[config.mk]
export PLATFORM = sky130hd
export DESIGN_NAME = di_read_fifo
export DESIGN_NICKNAME = d
export VERILOG_FILES = /design/src/rtl/di_pkg.sv /design/src/rtl/di_fifo_mem.sv /design/src/rtl/di_read_fifo.sv
export SDC_FILE = /design/constraint.sdc
export NUM_CORES = 1
export LEC_CHECK = 0
export ABC_AREA = 1
export CAP_MARGIN = 20
export CORE_MARGIN = 8
export CORE_UTILIZATION = 35
export DETAILED_ROUTE_END_ITERATION = 16
export MAX_ROUTING_LAYER = met4
export PLACE_DENSITY = 0.57
export SLEW_MARGIN = 10
export SYNTH_ARGS = -nofsm -noshare
export SYNTH_HDL_FRONTEND = slang
export SYNTH_SLANG_ARGS = --single-unit
[constraint.sdc]
create_clock -name clk -period 6.5 [get_ports clk]
set_clock_uncertainty 0.2 [all_clocks]
set_input_delay 0.65 -clock clk [delete_from_list [all_inputs] [get_ports clk]]
set_output_delay 0.65 -clock clk [all_outputs]
set_load 0.05 [all_outputs]
[src/rtl/di_pkg.sv]
// rtl/di_pkg.sv - shared DI bus widths, ready lookahead and status register layout
package di_pkg;

  localparam int DI_ADDR_W          = 16;
  localparam int DI_DATA_W          = 16;

  // Reads the host may still issue after rdwr_ready drops
  localparam int DI_READY_LOOKAHEAD = 3;

  // Status register layout: {overflow, underflow, 9'b0, level[4:0]}
  localparam int STAT_OVF_BIT       = 15;
  localparam int STAT_UNF_BIT       = 14;
  localparam int STAT_LVL_W         = 5;

  function automatic logic [DI_DATA_W-1:0] status_word(input logic ovf,
                                                        input logic unf,
                                                        input logic [STAT_LVL_W-1:0] lvl);
    logic [DI_DATA_W-1:0] w;
    w                   = '0;
    w[STAT_OVF_BIT]     = ovf;
    w[STAT_UNF_BIT]     = unf;
    w[STAT_LVL_W-1:0]   = lvl;
    return w;
  endfunction

endpackage

[src/rtl/di_fifo_mem.sv]
// rtl/di_fifo_mem.sv - FIFO storage, one write port and one registered read port
module di_fifo_mem
  import di_pkg::*;
#(
  parameter int DEPTH_LOG2 = 4
) (
  input  logic                  clk,
  input  logic                  resetb,
  input  logic                  rd_clr,
  input  logic                  wr_en,
  input  logic [DEPTH_LOG2-1:0] wr_addr,
  input  logic [DI_DATA_W-1:0]  wr_data,
  input  logic                  rd_en,
  input  logic [DEPTH_LOG2-1:0] rd_addr,
  output logic [DI_DATA_W-1:0]  rd_data
);

  logic [DI_DATA_W-1:0] mem [2**DEPTH_LOG2];

  // Array write; contents are not reset
  always_ff @(posedge clk) begin
    if (wr_en) mem[wr_addr] <= wr_data;
  end

  // Read register holds the last popped word until the next pop or a clear
  always_ff @(posedge clk or negedge resetb) begin
    if (!resetb)     rd_data <= '0;
    else if (rd_clr) rd_data <= '0;
    else if (rd_en)  rd_data <= mem[rd_addr];
  end

endmodule

[src/rtl/di_read_fifo.sv]
// rtl/di_read_fifo.sv - DI read FIFO endpoint; status register enabled by DI_READ_FIFO_STATUS_EN
module di_read_fifo
  import di_pkg::*;
#(
  parameter logic [DI_ADDR_W-1:0] EP_ADDR    = 16'h0000,
  parameter logic [DI_ADDR_W-1:0] REG_ADDR   = 16'h0000,
  parameter int                   DEPTH_LOG2 = 4
) (
  input  logic                  clk,
  input  logic                  resetb,
  input  logic [DI_ADDR_W-1:0]  diEpAddr,
  input  logic [DI_ADDR_W-1:0]  diRegAddr,
  input  logic                  diRead,
  input  logic                  diWrite,
  input  logic [DI_DATA_W-1:0]  diRegDataIn,
  input  logic                  diReset,
  output logic [DI_DATA_W-1:0]  diRegDataOut,
  output logic                  rdwr_ready,
  input  logic                  wr_en,
  input  logic [DI_DATA_W-1:0]  wr_data,
  output logic                  full,
  output logic [DEPTH_LOG2:0]   level
);

  localparam logic [DEPTH_LOG2:0] FULL_LVL = (DEPTH_LOG2+1)'(2**DEPTH_LOG2);

  logic [DEPTH_LOG2-1:0] wr_ptr;
  logic [DEPTH_LOG2-1:0] rd_ptr;
  logic                  sel;
  logic                  sel_q;
  logic                  pop;
  logic                  push;
  logic                  underflow_rd;
  logic                  rdy_next;
  logic [DEPTH_LOG2:0]   level_next;
  logic [DI_DATA_W-1:0]  mem_rd_data;
  logic                  unused_inputs;

  // Host write data is never consumed; the FIFO register is read-only
  assign unused_inputs = ^{diWrite, diRegDataIn};

  assign sel          = (diEpAddr == EP_ADDR) && (diRegAddr == REG_ADDR);
  assign full         = (level == FULL_LVL);
  assign pop          = sel && diRead && (level != '0) && !diReset;
  // A full FIFO still takes a push when a pop frees a slot in the same cycle
  assign push         = wr_en && !diReset && (!full || pop);
  assign underflow_rd = sel && diRead && (level == '0) && !diReset;

`ifdef DI_READ_FIFO_STATUS_EN
  logic                 sel_st;
  logic                 sel_st_q;
  logic                 ovf;
  logic                 unf;
  logic [DI_DATA_W-1:0] stat_q;

  assign sel_st = (diEpAddr == EP_ADDR) && (diRegAddr == REG_ADDR + 16'd1);
`endif

  // Occupancy after this cycle's push and pop
  always_comb begin
    level_next = level;
    if (diReset) level_next = '0;
    else         level_next = level + (DEPTH_LOG2+1)'(push) - (DEPTH_LOG2+1)'(pop);
  end

  // Ready prediction; needs one cycle of selection before it is trusted
  always_comb begin
    rdy_next = 1'b0;
    if (!diReset) begin
      if (sel && sel_q && (int'(level_next) >= DI_READY_LOOKAHEAD)) rdy_next = 1'b1;
`ifdef DI_READ_FIFO_STATUS_EN
      if (sel_st) rdy_next = 1'b1;
`endif
    end
  end

  // Pointers, occupancy, selection history and ready register
  always_ff @(posedge clk or negedge resetb) begin
    if (!resetb) begin
      wr_ptr     <= '0;
      rd_ptr     <= '0;
      level      <= '0;
      sel_q      <= 1'b0;
      rdwr_ready <= 1'b0;
    end else begin
      level      <= level_next;
      sel_q      <= sel;
      rdwr_ready <= rdy_next;
      if (diReset) begin
        wr_ptr <= '0;
        rd_ptr <= '0;
      end else begin
        if (push) wr_ptr <= wr_ptr + DEPTH_LOG2'(1);
        if (pop)  rd_ptr <= rd_ptr + DEPTH_LOG2'(1);
      end
    end
  end

  di_fifo_mem #(
    .DEPTH_LOG2 (DEPTH_LOG2)
  ) u_mem (
    .clk     (clk),
    .resetb  (resetb),
    .rd_clr  (diReset),
    .wr_en   (push),
    .wr_addr (wr_ptr),
    .wr_data (wr_data),
    .rd_en   (pop),
    .rd_addr (rd_ptr),
    .rd_data (mem_rd_data)
  );

`ifdef DI_READ_FIFO_STATUS_EN
  // Sticky flags and the status snapshot presented one cycle later
  always_ff @(posedge clk or negedge resetb) begin
    if (!resetb) begin
      ovf      <= 1'b0;
      unf      <= 1'b0;
      sel_st_q <= 1'b0;
      stat_q   <= '0;
    end else begin
      sel_st_q <= sel_st;
      stat_q   <= diReset ? '0 : status_word(ovf, unf, STAT_LVL_W'(level));
      if (sel_st && diWrite) begin
        ovf <= 1'b0;
        unf <= 1'b0;
      end else begin
        if (wr_en && !diReset && !push) ovf <= 1'b1;
        if (underflow_rd)               unf <= 1'b1;
      end
    end
  end

  assign diRegDataOut = sel_q ? mem_rd_data : (sel_st_q ? stat_q : '0);
`else
  assign diRegDataOut = sel_q ? mem_rd_data : '0;
`endif

endmodule
# Word-level counts from Yosys, hierarchy flattened
# Memory sizes are Yosys's and may differ from the RTL's.
# Cells that the tools add are included.
word_totals:
  register_bits: 31
  ramBits: 256
  input_bits: 70
  wordCells: 41
  mem_count: 1
memory_table:
  columns: ["memory", "words", "word_bits", "rd", "rd_ports_with_merged_regs", "write_ports", "line_no", "text"]
  rows:
  - ["u_mem.mem", 16, 16, 1, 0, 1, "di_fifo_mem.sv:18", "logic [DI_DATA_W-1:0] mem [2**DEPTH_LOG2];"]
classes:
  addsub: 4
  n_lt_le_gt_ge: 1
  n_eq_ne: 1
  muxes: 12
  n_reduce_logical: 16
op_table:
  columns: ["cell", "n"]
  rows:
  - ["two-way mux 16 bit", 3]
  - ["logical NOT 16 bit", 2]
  - ["two-way mux 4 bit", 4]
  - ["adder 4 x 1 -> 4 bit (second input constant)", 2]
  - ["logical AND 1 bit", 8]
  - ["adder 5 x 1 -> 5 bit", 1]
  - ["== test 5 bit (second input constant)", 1]
  - [">= comparator 5 x 2 -> 1 bit (second input constant)", 1]
  - ["two-way mux 5 bit", 1]
  - ["nonzero test 5 bit", 1]
  - ["subtractor 5 x 1 -> 5 bit", 1]
  - ["two-way mux 1 bit", 4]
  - ["nonzero test 2 bit", 2]
  - ["logical NOT 1 bit", 2]
  - ["logical OR 1 bit", 1]

# Depth between registers and ports, before layout
# Gate-level depths: netlist of run 1.
depth:
  word_depth: 14
  ltp_mapped: 21
  mapped_depth_nobuf: 21

# By module
# Synthesis of run 1 repeated with hierarchy kept, for this count alone.
unflattened:
  cells_unflattened: 1297
  area_unflattened_um2: 12836.1
modules_own_cells:
  columns: ["module", "instances", "cells_per_inst", "area_per_inst_um2", "seq_area_each_um2"]
  rows:
  - ["di_fifo_mem", 1, 1126, 11654.9, 8087.8]
  - ["di_read_fifo", 1, 171, 1181.1, 375.4]

# Worst setup path before layout of run 1
# OpenSTA, ideal clock, no wires.
synth_path:
  path_kind: "register to register"
  start: "register level[2]"
  end: "memory u_mem.mem[0][0], enable pin"
  arrival_time_ps: 2751
  required_time_ps: 5891
  setup_slack_ps: 3140
  path_stages_with_launch: 9
  n_path_buf: 1
  period_less_slack_ps: 3360
  cell_sequence: "dfrtp_1 -> inv_1 -> ha_1 -> nand2_1 -> nor2_1 -> nand2_4 -> nand2_4 -> buf_6 -> nor3_1"
synth_rtl:
  columns: ["element", "line_no", "text"]
  rows:
  - ["start, declared", "di_read_fifo.sv:22", "output logic [DEPTH_LOG2:0] level"]
  - ["start signal, assigned", "di_read_fifo.sv:86", "level <= level_next;"]
  - ["== test 5 bit", "di_read_fifo.sv:43", "assign full = (level == FULL_LVL);"]
  - ["named net full", "di_read_fifo.sv:21", "output logic full,"]
  - ["logical NOT 1 bit", "di_read_fifo.sv:46", "assign push = wr_en && !diReset && (!full || pop);"]
  - ["logical OR 1 bit", "di_read_fifo.sv:46", null]
  - ["logical AND 1 bit", "di_read_fifo.sv:46", null]
  - ["two-way mux 1 bit", "di_fifo_mem.sv:22", "if (wr_en) mem[wr_addr] <= wr_data;"]
  - ["two-way mux 1 bit (not written as such)", "di_fifo_mem.sv:22", null]
  - ["end, declared", "di_fifo_mem.sv:18", null]
# The timed path passes the listed nets, and every way through them passes these cells.

# Worst setup path in the final report of run 1
layout_path:
  start: "register rd_ptr[0]"
  end: "register u_mem.rd_data[2]"
layout_via:
  elab_chain_len: 3
layout_rtl:
  columns: ["element", "line_no", "text"]
  rows:
  - ["start, declared", "di_read_fifo.sv:28", "logic [DEPTH_LOG2-1:0] rd_ptr;"]
  - ["start signal, assigned", "di_read_fifo.sv:94", "if (pop) rd_ptr <= rd_ptr + DEPTH_LOG2'(1);"]
  - ["memory read (16 x 16 bit)", null, null]
  - ["two-way mux 16 bit", "di_fifo_mem.sv:29", "else if (rd_en) rd_data <= mem[rd_addr];"]
  - ["two-way mux 16 bit", "di_fifo_mem.sv:28", "else if (rd_clr) rd_data <= '0;"]
  - ["end signal, assigned", "di_fifo_mem.sv:29", null]
  - ["end, declared", "di_fifo_mem.sv:15", "output logic [DI_DATA_W-1:0] rd_data"]
# Every way passes these cells. The select of a mux whose other input is x is not followed.
# A chain may end at the register's enable or synchronous reset.

==> metrics.txt, run 1 <==
port buffer count 75; status completed; min Tclk post-route 3.59 ns; core area 33500 µm²; mapped cell area 11900 µm²; Final Hold Viols 0; setup tns final 0 ns; Synth Area in Compound Gates 0.0627; Slew @ Worst Pin 1.03 ns; Clock transition at path regs 0.06 ns; Yosys top cell by area edfxtp_1; NetSw 0.951 mW; post-synthesis mux area share 0; leakage power 5.27 nW; synth top area cells edfxtp_1 (64%), nand2_1 (8.5%), dfrtp_1 (6.5%); PwrDens 286 nW/µm²; Sequential Power Share 0.511; Area Growth Syn to Fin 18.9%; Starting Density 0.355; Max-Cap Viols 0; # setup viols final 0; CTS root buffer clkbuf_16; DR iter-0 viols 645; placer's final routability congestion estimate 0.768; Finished Core Util 0.423; # DRC 0; Worst Hold Class reg -> reg; post-route ant nets 0; io pins 93; largest net degree at the start of global routing 96; Adder-Cell Fraction of Synth Area 0.0122; PostCTS Resize Cnt 0; Post-Syn Nets 1115; Vias 7702; Post-synth ARST share 0.108; All-Layer GR Usage 0.148; simple logic cell fraction of the synthesized area 0.170; crit-path cells clkinv_2 -> buf_4 -> nor2_1 -> nor2_1 -> o21ai_0 -> o211ai_1 -> nand3b_1 -> nand2_1 -> nand2_1 -> nand2_1; RSZ-0062 raised after global routing no; CTS tree built; Clock power frac 0.398; area of the multi-input gates 3050 µm²; post-CTS setup repair buffer count 0; fmax 279 MHz; Comb power frac 0.091; H-tree depth 1; Req. time, crit path 6.73 ns; worst vdd ir 0.204 mV; DRT Wirelength 29700 µm; share of the synthesized area in the top cell type 0.645; initial antenna violation count 1; fillcell total 3159; CP endpoint kind flip-flop; synth cell count leaders nand2_1 (269), edfxtp_1 (256), nor2_1 (107), nand3_1 (70), o21ai_0 (69); cell count after synthesis 1034; Site Rows 67; Post-synth EDFFs 256; Tcrit/Tclk final 0.552; net switching fraction of the power 0.234; grt total ovfl 0; post-synthesis sequential area ratio 0.710; Max Slew Vio Count 0; crit start category flip-flop; slowest stage delay, CP 0.86 ns; CP dominant cell by count nand2_1; Via density 4.86; largest fanout on the critical path 69; Int Power 3.11 mW; slowest CP cell clkinv_2; first-pass GRT wire length 45300 µm; Clock Sinks 287; clock latency on the worst-skew pair 0.54 ns; proportion of layout cells with a drive suffix above 1 0.0793; WL per Instance 18.8 µm; Die Ht 201 µm; CP arrival 3.82 ns; Nets 1193; number of global-route vias before repair 7427; Main synth FF type edfxtp_1; Mean Syn Cell Area 11.5 µm²; Die X 201 µm; Yosys reg bits 287; crit path kind reg -> reg; Warnings, synthesis 0; Max clock buf depth 3; Synth cell types 31; FF/Latch Area 8470 µm²; die area 40200 µm²; fin cells 1584; TritonCTS Buffers 30; dpl hpwl 17200 µm; final total power 4.06 mW; combinational family with the most area after synthesis simple AND/OR/NAND/NOR gates; xor and xnor fraction of the mapped netlist area 0.00441; slew margin rel. 0.310; top-count cell post-synth nand2_1; Placed Cells incl. Taps 1525; 1st-pass router iterations 5
[worst max-delay path: cells and delay by family (launching register included)]
kind	cells	cell delay, ns
AOI/OAI and AO/OA	2	0.22
and+or+nand+nor	6	0.73
buffers and inverters	2	1.51
DFF	1	0.74
[repair_timing]
action | CTS | global route
hold endpoints to repair | 31 | 0
hold buffers | 1 | 0
endpoints found under the setup margin | 0 | 0
[kinds of logic after synthesis]
| family | count (synthesis) |
|---|---|
| fa+ha+maj | 11 |
| buf+inv | 114 |
| compound gates | 131 |
| flops | 287 |
| xor+xnor | 6 |
| simple gates | 485 |
[final cells by class]
type	count	share of cell area
diodes	1	0.000177
well taps	448	0.0395
multi-input cells	633	0.215
clock inverters	17	0.00874
flip-flops and latches	287	0.597
clock buffers	38	0.0566
repair buffers	101	0.0671
inverters	59	0.0157
[stage by stage]
step	setup slack [ns]	hold slack (ns)	cell area, µm²
global route	2.63	0.298	14200
finish	2.91	0.278	14200
detailed placement	2.55	0.266	13200
CTS	2.89	0.282	14200
floorplan	3.14	0.154	11900
global placement	2.56	0.267	13200
[worst paths after layout]
path	startpoint	slack, ns	endpoint	cells past startpoint
min in group asynchronous	resetb	0.51	u_mem.rd_data[4]	2
max	rd_ptr[0]	2.91	u_mem.rd_data[2]	10
min	u_mem.rd_data[13]	0.28	u_mem.rd_data[13]	2
min reg2reg	u_mem.rd_data[13]	0.28	u_mem.rd_data[13]	2
max reg2reg	rd_ptr[0]	2.91	u_mem.rd_data[2]	10
max in group asynchronous	resetb	5.05	rd_ptr[0]	2
[power by group through the flow]
| stage | clock network (mW) | logic [mW] | registers [mW] |
|---|---|---|---|
| after detailed placement | 0 | 0.371 | 2.11 |
| final | 1.61 | 0.370 | 2.07 |
| after CTS | 1.65 | 0.373 | 2.07 |
| after floorplan | 0 | 0.210 | 2.12 |
| after global placement | 0 | 0.368 | 2.11 |
| after global routing | 1.72 | 0.412 | 2.08 |
[cell usage in the layout (no fill, tap or decap), types with 5 or more instances in the layout]
cell type	count
nand3_1	70
clkbuf_16	31
xor2_1	5
ha_1	10
a21oi_1	26
o221ai_1	9
edfxtp_1	256
inv_1	55
dfrtp_1	30
o211ai_1	15
a31oi_1	9
clkinv_1	12
o21ai_0	69
nand4_1	14
clkinv_2	7
nor3_2	16
nand2_1	269
clkbuf_1	7
nor2_1	107
buf_4	24
clkdlybuf4s50_1	74
[sequential cells by signal, indices dropped and copies added (netlist names)]
| signal | cells |
|---|---|
| u_mem.mem | 256 |
| u_mem.rd_data | 16 |
| level | 5 |
| rd_ptr | 4 |
| wr_ptr | 4 |
| rdwr_ready | 1 |
| sel_q | 1 |
[routing by layer]
metal	vias to the layer above	global-route usage	share of wire
met1	3719	0.187	0.43
li1	3741	-	-
met2	197	0.246	0.49
met5	-	-	0
met3	45	0.0245	0.052
met4	0	0.0394	0.024
(Power assumes the default switching activity.)
==> run 2: changes to the inputs <==
==> constraint.sdc (replaced) <==
create_clock -name clk -period 3.3 [get_ports clk]
set_clock_uncertainty 0.2 [all_clocks]
set_input_delay 0.33 -clock clk [delete_from_list [all_inputs] [get_ports clk]]
set_output_delay 0.33 -clock clk [all_outputs]
set_load 0.05 [all_outputs]
==> metrics.txt, run 2 (synthesis gave the netlist of run 1 again) <==
status completed; Max Slew Vio Count 0 (unchanged); Via density 4.84 (-0.48%); slew margin rel. 0.467 (+0.157); post-layout worst setup margin 0.317 ns (-2.60 ns); initial antenna violation count 0 (-1); biggest regs u_mem.mem: 256 flops, u_mem.rd_data: 16 flops, level: 5 flops; TritonCTS Buffers 30 (unchanged); # setup viols final 0 (unchanged); Crit path depth 19 (+9); WL per Instance 18.6 µm (-1.2%); fin cells 1603 (+1.2%); clock latency on the worst-skew pair 0.56 ns (+0.02 ns); Die X 201 µm (unchanged); DRT Wirelength 29800 µm (about the same); Max clock buf depth 3 (unchanged); Vias 7757 (+0.71%); Finished Core Util 0.429 (+0.00653); commonest non-fill, non-tap cells in the layout nand2_1 (269), edfxtp_1 (256), nor2_1 (107); DR iter-0 viols 653 (+1.2%); # DRC 0 (unchanged); Max Used Layer met4; worst vdd ir 0.450 mV (+120%); leakage power 5.41 nW (+2.6%); delay-heaviest family, CP adder cells; CP endpoint kind flip-flop; reg2reg path depth 19 (+9); die area 40200 µm² (unchanged); min Tclk post-route 2.98 ns (-0.603 ns); Req. time, crit path 3.55 ns (-3.18 ns); slowest stage delay, CP 0.43 ns (-0.43 ns); CTS tree built; crit-path cells inv_1 -> ha_1 -> nand2_1 -> o21ai_1 -> inv_2 -> nand2_4 -> nor2_8 -> o21ai_0 -> ha_1 -> inv_1 -> fa_1 -> inv_1 -> nand3_1 -> o211ai_1 -> nand2_1 -> nand3_1 -> nand2_1 -> o21bai_1 -> inv_1; Max-Cap Viols 0 (unchanged); DR WL met2 14400 µm (-2.1%); final total power 8.18 mW (+100%); Slew @ Worst Pin 0.799 ns (-0.230 ns); fillcell total 3130 (-0.92%); CP arrival 3.23 ns (-0.59 ns); CTS root buffer clkbuf_16; hold_ws 0.187 ns (-0.0908 ns); Area after DPL 13400 µm² (+1.4%); io pins 93 (unchanged); Starting Density 0.355 (unchanged); DRT met1 WL 13300 µm (+4.0%); PwrDens 568 nW/µm² (+99%); 1st-pass router iterations 5 (unchanged); placer's final routability congestion estimate 0.800 (+4.2%); slowest CP cell fa_1; largest fanout on the critical path 4 (-94%); number of global-route vias before repair 7521 (+1.3%); commonest non-fill, non-tap cell in the layout nand2_1; proportion of layout cells with a drive suffix above 1 0.102 (+0.0229); core area 33500 µm² (unchanged); worst path buffer plus inverter count 5 (+3); Die Ht 201 µm (unchanged); All-Layer GR Usage 0.148 (about the same); Worst Hold Class in -> async; crit path kind reg -> reg; Clock Sinks 287 (unchanged); Tcrit/Tclk final 0.904 (+0.352); grt total ovfl 0 (unchanged); largest net degree at the start of global routing 139 (+45%); met3 wire len 1460 µm (-5.2%); max FFs per register 256 (unchanged); Placed Cells incl. Taps 1547 (+1.4%); Area Growth Syn to Fin 20.8%; fmax 335 MHz (+20%); Setup Slack @ Placement -0.0301 ns (-2.58 ns); post-route ant nets 0 (unchanged); n_diodes 0 (-1); Final Hold Viols 0 (unchanged); Clock transition at path regs 0.06 ns (about the same); port buffer count 75 (unchanged); Nets 1213 (+1.7%); setup tns final 0 ns (unchanged); dpl hpwl 17800 µm (+3.3%); H-tree depth 1 (unchanged); final instance area 14400 µm² (+1.5%); CP dominant cell by count inv_1; first-pass GRT wire length 45600 µm (+0.55%); crit start category flip-flop; post-CTS setup repair buffer count 0 (unchanged); Site Rows 67 (unchanged); RSZ-0062 raised after global routing no; Top reg by flops u_mem.mem
==> run 2: final timing paths <==
path                               endpoint  slack, ns              from
min in group clk                  wr_ptr[3]       0.27             wr_en
max reg2reg                      rdwr_ready       0.32          level[2]
max                              rdwr_ready       0.32          level[2]
min                               rd_ptr[3]       0.19            resetb
min reg2reg                u_mem.rd_data[0]       0.28  u_mem.rd_data[0]
max in group asynchronous         rd_ptr[0]       2.16            resetb
==> run 2: final cells by class <==
| class | instances | area [µm²] | area share |
|---|---|---|---|
| Timing Repair Buffer | 121 | 1120 | 0.0777 |
| Clock buffer | 36 | 773 | 0.0537 |
| Sequential cell | 287 | 8470 | 0.588 |
| Tap cell | 448 | 561 | 0.0389 |
| Clock inverter | 19 | 206 | 0.0143 |
| Inverter | 59 | 223 | 0.0155 |
| Multi-Input combinational cell | 633 | 3050 | 0.212 |
==> run 2: worst register-to-register path: stages (launching register included) <==
cell	delay (ns)
dfrtp_1	0.40
inv_1	0.10
ha_1	0.15
nand2_1	0.07
o21ai_1	0.17
inv_2	0.08
nand2_4	0.13
nor2_8	0.04
o21ai_0	0.19
ha_1	0.20
inv_1	0.06
fa_1	0.43
inv_1	0.07
nand3_1	0.07
o211ai_1	0.12
nand2_1	0.08
nand3_1	0.10
nand2_1	0.06
o21bai_1	0.12
inv_1	0.05
==> run 2: what timing repair did <==
action | in CTS | in global routing
hold buffers | 1 | 0
hold endpoints to repair | 31 | 0
gates resized for setup | 0 | 2
endpoints found under the setup margin | 0 | 1
==> run 2: power breakdown <==
part	internal [mW]	switching, mW
Sequential	4.03	0.0325
Combinational	0.249	0.536
Clock	1.98	1.35
==> run 2: per-layer routing <==
layer,global-route usage,vias up
li1,-,3783
met5,-,-
met2,0.242,190
met3,0.0184,47
met1,0.195,3737
met4,0.0371,0
==> run 3: changes to the inputs <==
--- a/config.mk
+++ b/config.mk
@@ -12,6 +12,7 @@
 export DETAILED_ROUTE_END_ITERATION = 16
 export MAX_ROUTING_LAYER = met4
 export PLACE_DENSITY = 0.57
+export SETUP_SLACK_MARGIN = 0.3
 export SLEW_MARGIN = 10
 export SYNTH_ARGS = -nofsm -noshare
 export SYNTH_HDL_FRONTEND = slang
==> metrics.txt, run 3 (synthesis gave the netlist of run 1 again) <==
status completed; hold_ws 0.223 ns (+0.0359 ns); final total power 8.38 mW (+2.4%); Area Growth Syn to Fin 21.7%; Starting Density 0.355 (unchanged); slew margin rel. 0.447 (-0.0205); Worst Hold Class in -> async; core area 33500 µm² (unchanged); slowest CP cell clkdlybuf4s50_1; Die Ht 201 µm (unchanged); DRT Wirelength 29900 µm (+0.65%); proportion of layout cells with a drive suffix above 1 0.113 (+0.0104); delay-heaviest family, CP buffers and inverters; slowest stage delay, CP 0.84 ns (+0.41 ns); first-pass GRT wire length 45700 µm (+0.14%); io pins 93 (unchanged); H-tree depth 1 (unchanged); PwrDens 578 nW/µm² (+1.7%); Max clock buf depth 3 (unchanged); Clock transition at path regs 0.06 ns (about the same); DR iter-0 viols 561 (-14%); CTS tree built; grt total ovfl 0 (unchanged); placer's final routability congestion estimate 0.769 (-3.9%); dpl hpwl 18200 µm (+2.0%); port buffer count 75 (unchanged); Via density 4.89 (+1.1%); biggest regs u_mem.mem: 256 flops, u_mem.rd_data: 16 flops, level: 5 flops; leakage power 5.44 nW (+0.52%); Site Rows 67 (unchanged); crit path kind reg -> out; CP arrival 2.28 ns (-0.95 ns); largest net degree at the start of global routing 139 (unchanged); # DRC 0 (unchanged); worst path buffer plus inverter count 2 (-3); Max Slew Vio Count 0 (unchanged); crit start category flip-flop; Slew @ Worst Pin 0.830 ns (+0.0307 ns); Req. time, crit path 2.77 ns (-0.78 ns); min Tclk post-route 2.81 ns (-0.171 ns); setup tns final 0 ns (unchanged); area of the multi-input gates 3070 µm² (+0.62%); largest fanout on the critical path 3 (-1); commonest non-fill, non-tap cell in the layout nand2_1; # setup viols final 0 (unchanged); Clock Sinks 287 (unchanged); fillcell total 3185 (+1.8%); 1st-pass router iterations 5 (unchanged); Vias 7846 (+1.1%); Tcrit/Tclk final 0.852 (-0.0517); die area 40200 µm² (unchanged); Die X 201 µm (unchanged); Nets 1214 (+0.082%); crit-path cells inv_2 -> ha_1 -> nand2_2 -> nor2_2 -> clkdlybuf4s50_1; Final Hold Viols 0 (unchanged); commonest non-fill, non-tap cells in the layout nand2_1 (268), edfxtp_1 (256), nor2_1 (106); WL per Instance 18.7 µm (+0.58%); CP endpoint kind output pin; worst vdd ir 0.387 mV (-14%); Max-Cap Viols 0 (unchanged); Top reg by flops u_mem.mem; CTS root buffer clkbuf_16; initial antenna violation count 1 (+1); fmax 356 MHz (+6.1%); number of global-route vias before repair 7786 (+3.5%); FF/Latch Area 8470 µm² (about the same); max FFs per register 256 (unchanged); TritonCTS Buffers 30 (unchanged); RSZ-0062 raised after global routing no; clock latency on the worst-skew pair 0.55 ns (about the same); All-Layer GR Usage 0.149 (+0.000829); post-route ant nets 0 (unchanged)
## run 3: cell type report
cell class | instances | share of cell area
Inverter | 59 | 0.0154
Multi-Input combinational cell | 633 | 0.211
Clock buffer | 36 | 0.0548
Sequential cell | 287 | 0.584
Tap cell | 448 | 0.0386
Antenna cell | 1 | 0.000172
Clock inverter | 18 | 0.0165
Timing Repair Buffer | 122 | 0.0793
## run 3: path summary, 6_finish.rpt
path	startpoint	endpoint	slack, ns	cells past startpoint
max	level[2]	full	0.49	5
min	resetb	u_mem.rd_data[4]	0.22	2
max reg2reg	level[2]	rdwr_ready	0.53	19
min reg2reg	u_mem.rd_data[2]	u_mem.rd_data[2]	0.28	2
max in group asynchronous	resetb	rd_ptr[0]	2.07	2
min in group clk	wr_en	wr_ptr[3]	0.26	3
## run 3: power breakdown
part | leakage, nW | internal [mW] | switching, mW | total, mW
clock network | 0.509 | 2.17 | 1.35 | 3.52
registers | 2.73 | 4.04 | 0.0363 | 4.07
logic | 2.20 | 0.262 | 0.531 | 0.793
total | 5.44 | 6.47 | 1.91 | 8.38
## run 3: per-layer routing
layer | wire, µm | global-route usage | up-vias
met5 | 0 | - | -
met4 | 694 | 0.0399 | 0
met3 | 1430 | 0.0187 | 47
met2 | 14600 | 0.249 | 173
met1 | 13200 | 0.190 | 3843
li1 | - | - | 3783
## run 3: per-stage QoR
stage	cell area [µm²]	std cells	worst slack [ns]	utilization
after floorplan	11900	1034	0.115	-
after global placement	13400	1547	0.0273	0.401
after detailed placement	13400	1547	0.0487	0.401
after CTS	14500	1602	0.353	0.432
after global routing	14500	1604	0.303	0.433
final	14500	1604	0.487	0.433
## run 3: what timing repair did
action	CTS	global route
resized for setup	1	5
endpoints found under the hold margin	31	0
setup buffers	0	1
hold buffers	1	0
pin swaps	0	4
endpoints found under the setup margin	1	2
